==> config.mk <==
export PLATFORM = sky130hd
export DESIGN_NAME = mem_port_arbiter
export DESIGN_NICKNAME = d
export VERILOG_FILES = /design/src/rtl/mem_port_arbiter.sv
export SDC_FILE = /design/constraint.sdc
export NUM_CORES = 1
export LEC_CHECK = 0
export CORE_ASPECT_RATIO = 2
export CORE_MARGIN = 2
export CORE_UTILIZATION = 30
export DETAILED_ROUTE_END_ITERATION = 10
export SLEW_MARGIN = 20
export SYNTH_ARGS = -nofsm -noshare
export SYNTH_HDL_FRONTEND = slang
export SYNTH_SLANG_ARGS = --single-unit
export TNS_END_PERCENT = 5
==> constraint.sdc <==
create_clock -name CLK -period 4.55 [get_ports CLK]
set_input_delay 0.455 -clock CLK [delete_from_list [all_inputs] [get_ports CLK]]
set_output_delay 0.455 -clock CLK [all_outputs]
set_load 0.01 [all_outputs]
==> src/rtl/mem_port_arbiter.sv <==
// mem_port_arbiter: two-requester round-robin arbiter and fixed-latency
// sequencer for a single memory port. Requester 0 is the processor,
// requester 1 the program loader / DMA engine.
module mem_port_arbiter #(
   parameter int unsigned ADDR_W  = 26,
   parameter int unsigned DATA_W  = 32,
   parameter int unsigned MEM_LAT = 2
) (
   input  logic              CLK,
   input  logic              RST,
   input  logic              REQ0,
   input  logic              REQ1,
   input  logic              WE0,
   input  logic              WE1,
   input  logic [ADDR_W-1:0] ADDR0,
   input  logic [ADDR_W-1:0] ADDR1,
   input  logic [DATA_W-1:0] WDATA0,
   input  logic [DATA_W-1:0] WDATA1,
   output logic              GNT0,
   output logic              GNT1,
   output logic              ACK0,
   output logic              ACK1,
   output logic [DATA_W-1:0] RDATA,
   output logic [ADDR_W-1:0] MEM_ADDR,
   output logic [DATA_W-1:0] MEM_DATA_OUT,
   output logic              MEM_READ,
   output logic              MEM_WRITE,
   input  logic [DATA_W-1:0] MEM_DATA_IN
);

   localparam int unsigned CNT_W = 4;
   localparam logic [CNT_W-1:0] CNT_LOAD = CNT_W'(MEM_LAT - 1);

   localparam logic [1:0] S_IDLE   = 2'd0;
   localparam logic [1:0] S_ACCESS = 2'd1;
   localparam logic [1:0] S_DONE   = 2'd2;

   logic [1:0]        state_q, state_d;
   logic [CNT_W-1:0]  cnt_q, cnt_d;
   logic              last_q, last_d;   // requester served most recently
   logic              win_q, win_d;     // requester owning the current access
   logic              we_q, we_d;
   logic              gnt0_q, gnt0_d;
   logic              gnt1_q, gnt1_d;
   logic              ack0_q, ack0_d;
   logic              ack1_q, ack1_d;
   logic              rd_q, rd_d;
   logic              wr_q, wr_d;
   logic [ADDR_W-1:0] maddr_q, maddr_d;
   logic [DATA_W-1:0] mdout_q, mdout_d;
   logic [DATA_W-1:0] rdata_q, rdata_d;
   logic              sel_c;

   // Winner selection: a lone requester wins, a tie goes to the one not served last.
   always_comb begin
      sel_c = 1'b0;
      if (REQ0 && REQ1) begin
         sel_c = ~last_q;
      end else begin
         sel_c = REQ1;
      end
   end

   // Next-state and registered-output computation.
   always_comb begin
      state_d = state_q;
      cnt_d   = cnt_q;
      last_d  = last_q;
      win_d   = win_q;
      we_d    = we_q;
      gnt0_d  = gnt0_q;
      gnt1_d  = gnt1_q;
      ack0_d  = 1'b0;
      ack1_d  = 1'b0;
      rd_d    = rd_q;
      wr_d    = wr_q;
      maddr_d = maddr_q;
      mdout_d = mdout_q;
      rdata_d = rdata_q;

      case (state_q)
         S_IDLE: begin
            if (REQ0 || REQ1) begin
               win_d   = sel_c;
               we_d    = sel_c ? WE1 : WE0;
               maddr_d = sel_c ? ADDR1 : ADDR0;
               mdout_d = sel_c ? WDATA1 : WDATA0;
               gnt0_d  = ~sel_c;
               gnt1_d  = sel_c;
               rd_d    = ~(sel_c ? WE1 : WE0);
               wr_d    = sel_c ? WE1 : WE0;
               cnt_d   = CNT_LOAD;
               state_d = S_ACCESS;
            end
         end
         S_ACCESS: begin
            if (cnt_q == '0) begin
               rd_d   = 1'b0;
               wr_d   = 1'b0;
               ack0_d = ~win_q;
               ack1_d = win_q;
               if (!we_q) begin
                  rdata_d = MEM_DATA_IN;
               end
               state_d = S_DONE;
            end else begin
               cnt_d = cnt_q - CNT_W'(1);
            end
         end
         S_DONE: begin
            gnt0_d  = 1'b0;
            gnt1_d  = 1'b0;
            last_d  = win_q;
            state_d = S_IDLE;
         end
         default: begin
            gnt0_d  = 1'b0;
            gnt1_d  = 1'b0;
            rd_d    = 1'b0;
            wr_d    = 1'b0;
            cnt_d   = '0;
            state_d = S_IDLE;
         end
      endcase
   end

   // State and output registers; reset aborts any access without an ACK.
   always_ff @(posedge CLK or negedge RST) begin
      if (!RST) begin
         state_q <= S_IDLE;
         cnt_q   <= '0;
         last_q  <= 1'b1;
         win_q   <= 1'b0;
         we_q    <= 1'b0;
         gnt0_q  <= 1'b0;
         gnt1_q  <= 1'b0;
         ack0_q  <= 1'b0;
         ack1_q  <= 1'b0;
         rd_q    <= 1'b0;
         wr_q    <= 1'b0;
         maddr_q <= '0;
         mdout_q <= '0;
         rdata_q <= '0;
      end else begin
         state_q <= state_d;
         cnt_q   <= cnt_d;
         last_q  <= last_d;
         win_q   <= win_d;
         we_q    <= we_d;
         gnt0_q  <= gnt0_d;
         gnt1_q  <= gnt1_d;
         ack0_q  <= ack0_d;
         ack1_q  <= ack1_d;
         rd_q    <= rd_d;
         wr_q    <= wr_d;
         maddr_q <= maddr_d;
         mdout_q <= mdout_d;
         rdata_q <= rdata_d;
      end
   end

   assign GNT0         = gnt0_q;
   assign GNT1         = gnt1_q;
   assign ACK0         = ack0_q;
   assign ACK1         = ack1_q;
   assign RDATA        = rdata_q;
   assign MEM_ADDR     = maddr_q;
   assign MEM_DATA_OUT = mdout_q;
   assign MEM_READ     = rd_q;
   assign MEM_WRITE    = wr_q;

endmodule

### Yosys cells after proc, flatten, opt, wreduce, memory -nomap -nowiden

Cells that the tools add are included.

* memory bits (read-only): 0
* memories: 0
* input port bits: 154
* word-level logic and storage cells: 60
* memory bits (writable): 0
* register bits: 105
* bits in latches: 0
* output and inout port bits: 96

* bitwise gates (word level): 7
* reductions and logical operators: 10
* order comparisons: 0
* multiplexer cells: 23
* divide/modulo/power cells: 0
* shift-type cells: 0
* equal/unequal tests: 5
* $mul: 0
* add/subtract/negate cells: 1

Operators with widths (count)
* 32-bit 2-to-1 mux: 1
* 26-bit 2-to-1 mux: 1
* 4-bit case mux with 3 select lines: 1
* 1-bit 2-to-1 mux: 11
* 3-bit AND reduction: 3
* 4-bit 2-to-1 mux: 2
* 1-bit NOT: 7
* 2-bit != test (second input constant): 3
* 1-bit case mux with 3 select lines: 2
* 2-bit AND reduction: 3
* 4-bit logical NOT: 1
* 2-bit 2-to-1 mux: 2
* 1-bit case mux with 2 select lines: 2
* 2-bit case mux with 2 select lines: 1
* 4-bit by 1-bit subtractor with 4-bit output (second input constant): 1
* 2-bit by 1-bit == test with 1-bit output (second input constant): 1
* 2-bit == test (second input constant): 1
* 2-bit logical NOT: 1
* 1-bit logical AND: 1
* 1-bit logical OR: 1

### Depth between registers and ports, before layout

Gate-level depths: netlist of run 1.

* depth after elaboration: 6
* mapped depth: 6
* mapped depth without buffers: 6

### Worst setup path before layout of run 1

No wires, ideal clock.

* path type: reg-to-reg
* from: register cnt_q[0]
* to: register rdata_q[10] (netlist: RDATA[10])
* data required time: 4425 ps
* cell stages (with the launch flop): 7
* clock period less this slack: 1731 ps
* slack: 2819 ps
* library setup time: 125 ps
* buffers on the path: 1
* data arrival time: 1606 ps
* path through: dfrtp_1 inv_1 ha_1 nand2b_1 nor4_4 buf_6 mux2_2

* cells in the longest elaborated chain, start to end: 2

RTL lines
* from (decl): line 39 `logic [CNT_W-1:0] cnt_q, cnt_d;`
* from (signal assigned): line 146 `cnt_q <= cnt_d;`
* 4-bit logical NOT: line 97 `if (cnt_q == '0) begin`
* 3-bit AND reduction (no line)
* to (signal assigned): line 158 `rdata_q <= rdata_d;`
* to (decl): line 51 `logic [DATA_W-1:0] rdata_q, rdata_d;`

No other way between the ends.
A chain may end at the register's enable or synchronous reset.

### Final worst setup path of run 1

* from: input REQ1
* to: register mdout_q[5] (netlist: MEM_DATA_OUT[5])

* cells in the longest elaborated chain, start to end: 3
* elaborated cells between the ends (all ways): 5
* those cells by class: mux: 2; reduce/logical: 3

RTL lines
* from (decl): line 12 `input logic REQ1,`
* 1-bit logical AND: line 57 `if (REQ0 && REQ1) begin`
* 1-bit 2-to-1 mux: line 57
* 32-bit 2-to-1 mux: line 87 `mdout_d = sel_c ? WDATA1 : WDATA0;`
* to (signal assigned): line 157 `mdout_q <= mdout_d;`
* to (decl): line 50 `logic [DATA_W-1:0] mdout_q, mdout_d;`

Several ways; a longest one is shown, not always the timed one.

==> metrics list, run 1 <==
- In the global route stage, overall resource usage came out at 0.150.
- DR pass1 iterations: 4
- The share of the Yosys chip area taken by registers is 0.554.
- The via count of the first global-routing pass came to 3692.
* Filler-free cell count of the finished design: between 700 and 800
* Via density per instance: roughly 4.5
- Skew final: approximately 9.5 ps
- Maximum number of pins on one net before global-route repair: 67
- For this run, the post-layout net count is 721.
- Setup repair after global routing left no endpoint under its margin.
* Routed wire length per instance: 16.5 µm
- The worst path meets setup with 2090 ps of slack.
- STA puts the critical path data required time at approximately 4800 ps.
- In this design, the largest share of critical-path delay is due to buffers and inverters.
- After clock tree synthesis, the clock-pin slew on the worst setup and hold paths is about 80 ps.
* Fraction of final layout cells sized beyond drive strength 1: 0.307
- Largest area contributor in the netlist: sky130_fd_sc_hd__dfrtp_1
- The worst setup path is captured at a flop.
* Total negative slack: 0 ps
- By instance count, the cell type seen most on the critical path is sky130_fd_sc_hd__mux2_2.
* Top flip-flop cell by instance count after synthesis: sky130_fd_sc_hd__dfrtp_1
- Class of the most critical setup path: input pin to flop
- In the routed design, unresolved DRC markers number 0.
- Initial antenna violation count: 0
* Type of the most critical hold path: input pin to asynchronous set/reset pin
- Buffers inserted during post-CTS setup optimization: 0
- TritonCTS built the clock tree.
- Summed over all layers, the global routing overflow is 0.
- The worst pin sits at a relative slew slack of 0.384.
- Initial core utilization: 0.304
- Measured on the finished design, the core utilization comes to 0.498.
- Growth of design area from synthesis to finish: 63.9%
- Die Span Y: 182 µm
- Number of routed nets with antenna violations: 0
* Pre-CTS setup slack: 1690 ps
- Hold slack: 209 ps
- Hold buffer count at CTS: 0
* Sinks on Clock Net: 105
- WP data arrival: 2690 ps
- Number of setup violations in the final report: 0
* Site Rows: 65
* Htree depth: 3
* DR vias: around 3500
* Cell with the biggest individual delay on the critical path: sky130_fd_sc_hd__a21boi_4
- At the pin with the least slew margin, the transition time is 922 ps.
* Sequence of cells on the critical path: clkdlybuf4s50_1, a21boi_4, buf_12, mux2_2, mux2_2
* Cell count after synthesis: 318
- The number of gates resized after CTS was 0.
- For this run, the number of Yosys warnings is 0.
* Number of failing hold endpoints at the final stage: 0
- In this design, the stage delay of the slowest critical-path cell is around 760 ps.
- Area fraction of the dominant cell type after synthesis: 0.548
- During placement, the flow inserted port buffers numbering 249.
* CP Buf/Inv Count: 2
- Outcome: finished, final reports clean
* Top-level I/O count: between 200 and 300
- Top cells by area, synth: sky130_fd_sc_hd__dfrtp_1, sky130_fd_sc_hd__mux2_2, sky130_fd_sc_hd__buf_2
- Clock latency on the worst-skew pair, taken at its later pin, is 350 ps.
* Leakage power of the design: 0.00313 µW
- The die covers 0.0169 mm².
- Number of antenna diodes: 0
* Startpoint Class: input pin
- Largest fanout of any net on the critical path: 34
- Synthesis produced a netlist with a net count of 474.
- MaxCap Viol Count: 0
* Peak Freq: 0.406 GHz
- Number of flops mapped to enable cells by yosys: 0
- Number of buffers created by CTS: 9
- Peak VDD IR: 324 µV
- Synth cell types: 27
* FF+latch count, synth: 105
- Power per cell area: ~630 mW/mm²
- Period utilization: 0.541
* Gp weighted congestion: approximately 0.76
* Total standard cell area after synthesis: 0.00475 mm²
* Min Tclk post-route: 2460 ps
- 1st-iter DRT viols: approximately 110
* Maximum buffer depth of the clock tree: 2
- # placed instances: 755
- In this run the horizontal extent of the chip is 93.0 µm.
- Total count of max-transition violations in the final report: 0
- Area inside the core boundary: ~0.016 mm²
- Overall routed net length: 12700 µm
* Estimated wirelength of the detail-placed design: 9210 µm
- The tree is rooted in a sky130_fd_sc_hd__clkbuf_16.
- Counting the fill cells in the layout gives about 1400.
* Wire length of the first global-routing pass: 19900 µm
* Mean instance size in the synthesized netlist: 14.9 µm²
- Async S/R FF share, synth: 1.00
==> sequential cells by signal, indices dropped and copies added (netlist names) <==
| name | flops |
|---|---|
| ACK0 | 1 |
| ACK1 | 1 |
| GNT0 | 1 |
| GNT1 | 1 |
| MEM_ADDR | 26 |
| MEM_DATA_OUT | 32 |
| MEM_READ | 1 |
| MEM_WRITE | 1 |
| RDATA | 32 |
| cnt_q | 4 |
| last_q | 1 |
| state_q | 2 |
| we_q | 1 |
| win_q | 1 |
==> stage by stage <==
step	area, µm²	total power, µW
finish	7780	4900
global route	7780	5220
CTS	7780	4980
detailed placement	7440	4050
global placement	7440	4030
floorplan	4750	2830
==> routing by layer <==
metal	up-vias	global-route usage	wire [µm]
met5	-	0	0
met4	0	0.0429	143
met3	8	0.0556	1460
met2	203	0.233	5500
met1	1657	0.196	5590
li1	1634	-	-
==> worst register-to-register path, delay by kind of cell, from the launching register on <==
family	cells	cell delay, ps
simple gates	1	290
compound gates	1	210
mux	1	440
buf+inv	1	640
flops	1	530
==> cells in the mapped netlist, types with 2 or more instances <==
cell type,instances
sky130_fd_sc_hd__buf_2,12
sky130_fd_sc_hd__a22o_1,2
sky130_fd_sc_hd__nor2_1,5
sky130_fd_sc_hd__inv_1,6
sky130_fd_sc_hd__dfrtp_1,104
sky130_fd_sc_hd__ha_1,2
sky130_fd_sc_hd__nor2b_1,2
sky130_fd_sc_hd__buf_6,4
sky130_fd_sc_hd__o22ai_1,3
sky130_fd_sc_hd__a21boi_2,2
sky130_fd_sc_hd__o21ai_0,5
sky130_fd_sc_hd__a21oi_1,3
sky130_fd_sc_hd__mux2_2,150
sky130_fd_sc_hd__nand2b_1,3
sky130_fd_sc_hd__a32o_1,2
sky130_fd_sc_hd__mux2i_1,2
==> worst paths after layout <==
kind	start	to	slack, ps	depth (start not counted)
max	REQ1	MEM_DATA_OUT[5]$_DFFE_PN0P_	2090	5
min	RST	MEM_ADDR[21]$_DFFE_PN0P_	210	1
max reg2reg	state_q[0]$_DFFE_PN0P_	MEM_ADDR[9]$_DFFE_PN0P_	2320	4
min reg2reg	MEM_WRITE$_DFFE_PN0P_	MEM_WRITE$_DFFE_PN0P_	500	1
max in group asynchronous	RST	MEM_READ$_DFFE_PN0P_	3260	2
min in group CLK	MEM_WRITE$_DFFE_PN0P_	MEM_WRITE$_DFFE_PN0P_	500	1
==> logic make-up (layout without fill, tap and decap cells) <==
| group | Yosys count | after routing | share of synthesized area |
|---|---|---|---|
| AO/OA/AOI/OAI | 20 | 20 | 0.0308 |
| adder cells (fa/ha/maj) | 2 | 2 | 0.00527 |
| buffers and inverters | 23 | 275 | 0.0277 |
| flip-flops | 105 | 105 | 0.554 |
| multiplexers | 153 | 153 | 0.362 |
| AND/OR/NAND/NOR | 15 | 15 | 0.0203 |
==> final cells by class <==
class                           instances  area [µm²]  share of cell area
Sequential cell                       105        2630               0.338
Multi-Input combinational cell        190        2000               0.257
Clock inverter                          6         116              0.0149
Inverter                                6        22.5             0.00289
Timing Repair Buffer                  253        2530               0.325
Tap cell                              201         251              0.0323
Clock buffer                           10         229              0.0294
==> power by group <==
| part | switching, µW | internal, µW | total (µW) |
|---|---|---|---|
| Combinational | 856 | 1470 | 2320 |
| Clock | 352 | 541 | 893 |
| Sequential | 270 | 1410 | 1680 |
==> cell usage in the layout (no fill, tap or decap), types with 2 or more instances in the layout <==
cell type / count
sky130_fd_sc_hd__a21oi_1: 3
sky130_fd_sc_hd__bufinv_16: 3
sky130_fd_sc_hd__ha_1: 2
sky130_fd_sc_hd__clkdlybuf4s50_1: 248
sky130_fd_sc_hd__mux2i_1: 2
sky130_fd_sc_hd__a22o_1: 2
sky130_fd_sc_hd__nand2b_1: 3
sky130_fd_sc_hd__clkbuf_16: 9
sky130_fd_sc_hd__mux2_2: 150
sky130_fd_sc_hd__a32o_1: 2
sky130_fd_sc_hd__dfrtp_1: 104
sky130_fd_sc_hd__clkinv_4: 3
sky130_fd_sc_hd__inv_1: 6
sky130_fd_sc_hd__buf_4: 4
sky130_fd_sc_hd__nor2_1: 5
sky130_fd_sc_hd__nor2b_1: 2
sky130_fd_sc_hd__o21ai_0: 5
sky130_fd_sc_hd__a21boi_4: 2
sky130_fd_sc_hd__o22ai_1: 3
Note: power is estimated with default switching activity, not from simulation.
==> run 2, diff against run 1 <==
==> constraint.sdc (replaced) <==
create_clock -name CLK -period 2.53 [get_ports CLK]
set_input_delay 0.253 -clock CLK [delete_from_list [all_inputs] [get_ports CLK]]
set_output_delay 0.253 -clock CLK [all_outputs]
set_load 0.01 [all_outputs]
==> run 2 against run 1 <==
Non-clock buffer count grew 4. Worst hold slack improved by 250 ps. Wire length increased by 1.2%. Sequential share of layout area about the same. Clock skew decreased by 1.4 ps. Critical path depth down 1. Global-route usage rose by 0.26 points. Final cell count up 0.52%. Sequential cell count stayed put. Clock power grew 49%. Critical path type is now flop to flop. Largest power group unchanged. Highest routed layer unchanged.
==> metrics list, run 2 (synthesis results as in run 1) <==
* Class of the most critical setup path: flop to flop
- Measured along the x axis, the die boundary spans between 90 and 100 µm.
- STA puts the critical path data required time at ~2800 ps.
* WP data arrival: 2110 ps
- Skew final: 8.11 ps
- Static timing analysis puts the maximum clock frequency at roughly 0.53 GHz.
- In this run the post-CTS setup repair buffer count came out at 0.
* Sequence of cells on the critical path: nand2b_1, nor4_4, buf_12, mux2_2
- DR vias: 3548
- The HPWL after detailed placement is 9470 µm.
* Seq pwr share: 0.351
- On the worst path, the slowest cell contributes a delay of 560 ps.
- Min Tclk post-route: about 1900 ps
- Cell with the biggest individual delay on the critical path: sky130_fd_sc_hd__dfrtp_1
- Remaining design rule violation count: 0
- Leakage power of the design: ~0.0031 µW
- Leaving out fill and tap cells, the most frequent cell in the layout is sky130_fd_sc_hd__clkdlybuf4s50_1.
- The area growth from synthesis to layout is 64.1%.
- After detailed routing, the total wire length is 12800 µm.
* Largest fanout of any net on the critical path: 32
* Maximum number of pins on one net before global-route repair: a little over 60
- 1st-iter DRT viols: ~120
- Input and output buffers added on the ports amount to between 200 and 250.
- Switching power: 2650 µW
- Die Span Y: 182 µm
- Slew of the pin with the lowest slew margin: 595 ps
- Internal Power: 5910 µW
- Power spread over the standard cell area amounts to 1100 mW/mm².
- Startpoint Class: flop
- Kind of end point of the critical path: flop
- FILL cells: roughly 1400
- Via density per instance: 4.58
* Metal1 wirelength: 5030 µm
- Buffers inserted during clock tree synthesis total 9.
* Number of failing hold endpoints at the final stage: 0
- Residual overflow from global routing: 0
- Total count of max-transition violations in the final report: 0
- Dividing the detail-routed wire length by the instance count gives approximately 17 µm.
- The initial antenna violation count was 0.
* Sinks on Clock Net: 105
- Detailed-routed wire length on met3: roughly 1800 µm
- After floorplanning, the core was sized to cover 0.0156 mm².
- Number of setup violations in the final report: 0
* Number of routed nets with antenna violations: 0
* Gp weighted congestion: 0.719
- The later pin in the worst-skew pair is clocked with a latency of 340 ps.
* Final net count: ~730
- In the final timing run, aggregate negative setup slack is 0 ps.
* Via count of the first global-routing pass: 3819
- Setup repair after global routing left no endpoint under its margin.
- For this run, the detailed router's first-pass iteration total came to 4.
- Clock-pin slew was measured on the worst setup and hold paths at 70 ps.
- Top-level I/O count: 250
- Htree depth: 3
- Highest routed metal layer: met4
- Across every metal layer, demand over resource in global routing totals 0.152.
- TritonCTS built the clock tree.
* MaxCap Viol Count: 0
- Die area: 0.0169 mm²
- Wire segments on met2 add up to 5800 µm in the final route.
* Comb pwr share: 0.493
* Site Rows: 65
* Wire length of the first global-routing pass: 20100 µm
- Maximum buffer depth of the clock tree: 2
- Fraction of final layout cells sized beyond drive strength 1: 0.310
- Number of antenna diodes: 0
- Root buffer cell: sky130_fd_sc_hd__clkbuf_16
* Period utilization: 0.746
- Peak VDD IR: around 600 µV
* Initial core utilization: 0.304
- Headroom to the max-slew limit: 0.604
* Switching power as a share of total power: 0.309
* Top library cells by usage in the layout, fill and taps aside: sky130_fd_sc_hd__clkdlybuf4s50_1, sky130_fd_sc_hd__mux2_2, sky130_fd_sc_hd__dfrtp_1
* Total power of the final layout: 8560 µW
- Type of the most critical hold path: input pin to asynchronous set/reset pin
* Outcome: finished, final reports clean
- Part of the total power dissipated in the clock network: 0.156
## run 2: changes by cell type in the layout (fill, tap and decap cells not counted), sizes merged
cell         before  now
bufinv            3    0
dlygate4sd3       0    1
clkinv            3    4
buf               5    8
inv               6    7
clkbuf           10   11
## run 2: power groups by stage
stage	Combinational [µW]	Clock (µW)	Sequential (µW)
global route	4530	1470	3140
finish	4220	1330	3010
floorplan	1740	0	3350
global placement	4250	0	3030
detailed placement	4280	0	3050
CTS	4290	1410	3020
## run 2: what timing repair did
item                                   4_1_cts  5_1_grt
endpoints found under the hold margin       41        0
gates resized for setup                      0        0
hold buffers                                 1        0
## run 2: path summary, 6_finish.rpt
check	startpoint	end	slack [ps]	cells past startpoint
worst max-delay path	state_q[0]$_DFFE_PN0P_	RDATA[18]$_DFFE_PN0P_	640	4
max in group asynchronous	RST	MEM_ADDR[2]$_DFFE_PN0P_	1420	3
worst min register to register	RDATA[6]$_DFFE_PN0P_	RDATA[6]$_DFFE_PN0P_	490	1
worst max register to register	state_q[0]$_DFFE_PN0P_	RDATA[18]$_DFFE_PN0P_	640	4
worst min-delay path	RST	MEM_ADDR[25]$_DFFE_PN0P_	460	2
min in group CLK	RDATA[6]$_DFFE_PN0P_	RDATA[6]$_DFFE_PN0P_	490	1
## run 2: cell type report
type | instances | area (µm²) | area share
Clock buffer | 11 | 243 | 0.0312
Clock inverter | 5 | 40.0 | 0.00514
Inverter | 6 | 22.5 | 0.00289
Multi-Input combinational cell | 190 | 2000 | 0.257
Sequential cell | 105 | 2630 | 0.337
Tap cell | 201 | 251 | 0.0323
Timing Repair Buffer | 257 | 2600 | 0.334
## run 2: critical path, delay by kind of cell (launching register included)
| family | cells | cell delay (ps) |
|---|---|---|
| AND/OR/NAND/NOR | 2 | 570 |
| buffers and inverters | 1 | 240 |
| multiplexers | 1 | 360 |
| flip-flops | 1 | 560 |
## run 2: per-stage QoR
stage	cell area [µm²]	setup WS, ps	instances	utilization	hold WS [ps]
after floorplan	4750	799	318	-	-42.6
after global placement	7500	419	758	0.480	313
after detailed placement	7500	380	758	0.480	304
after CTS	7790	635	775	0.499	473
after global routing	7790	516	775	0.499	512
final	7790	644	775	0.499	457
## run 2: routing by layer
metal,global-route usage,vias up
li1,-,1652
met1,0.177,1680
met2,0.247,205
met3,0.0714,11
met4,0.0494,0
met5,0,-
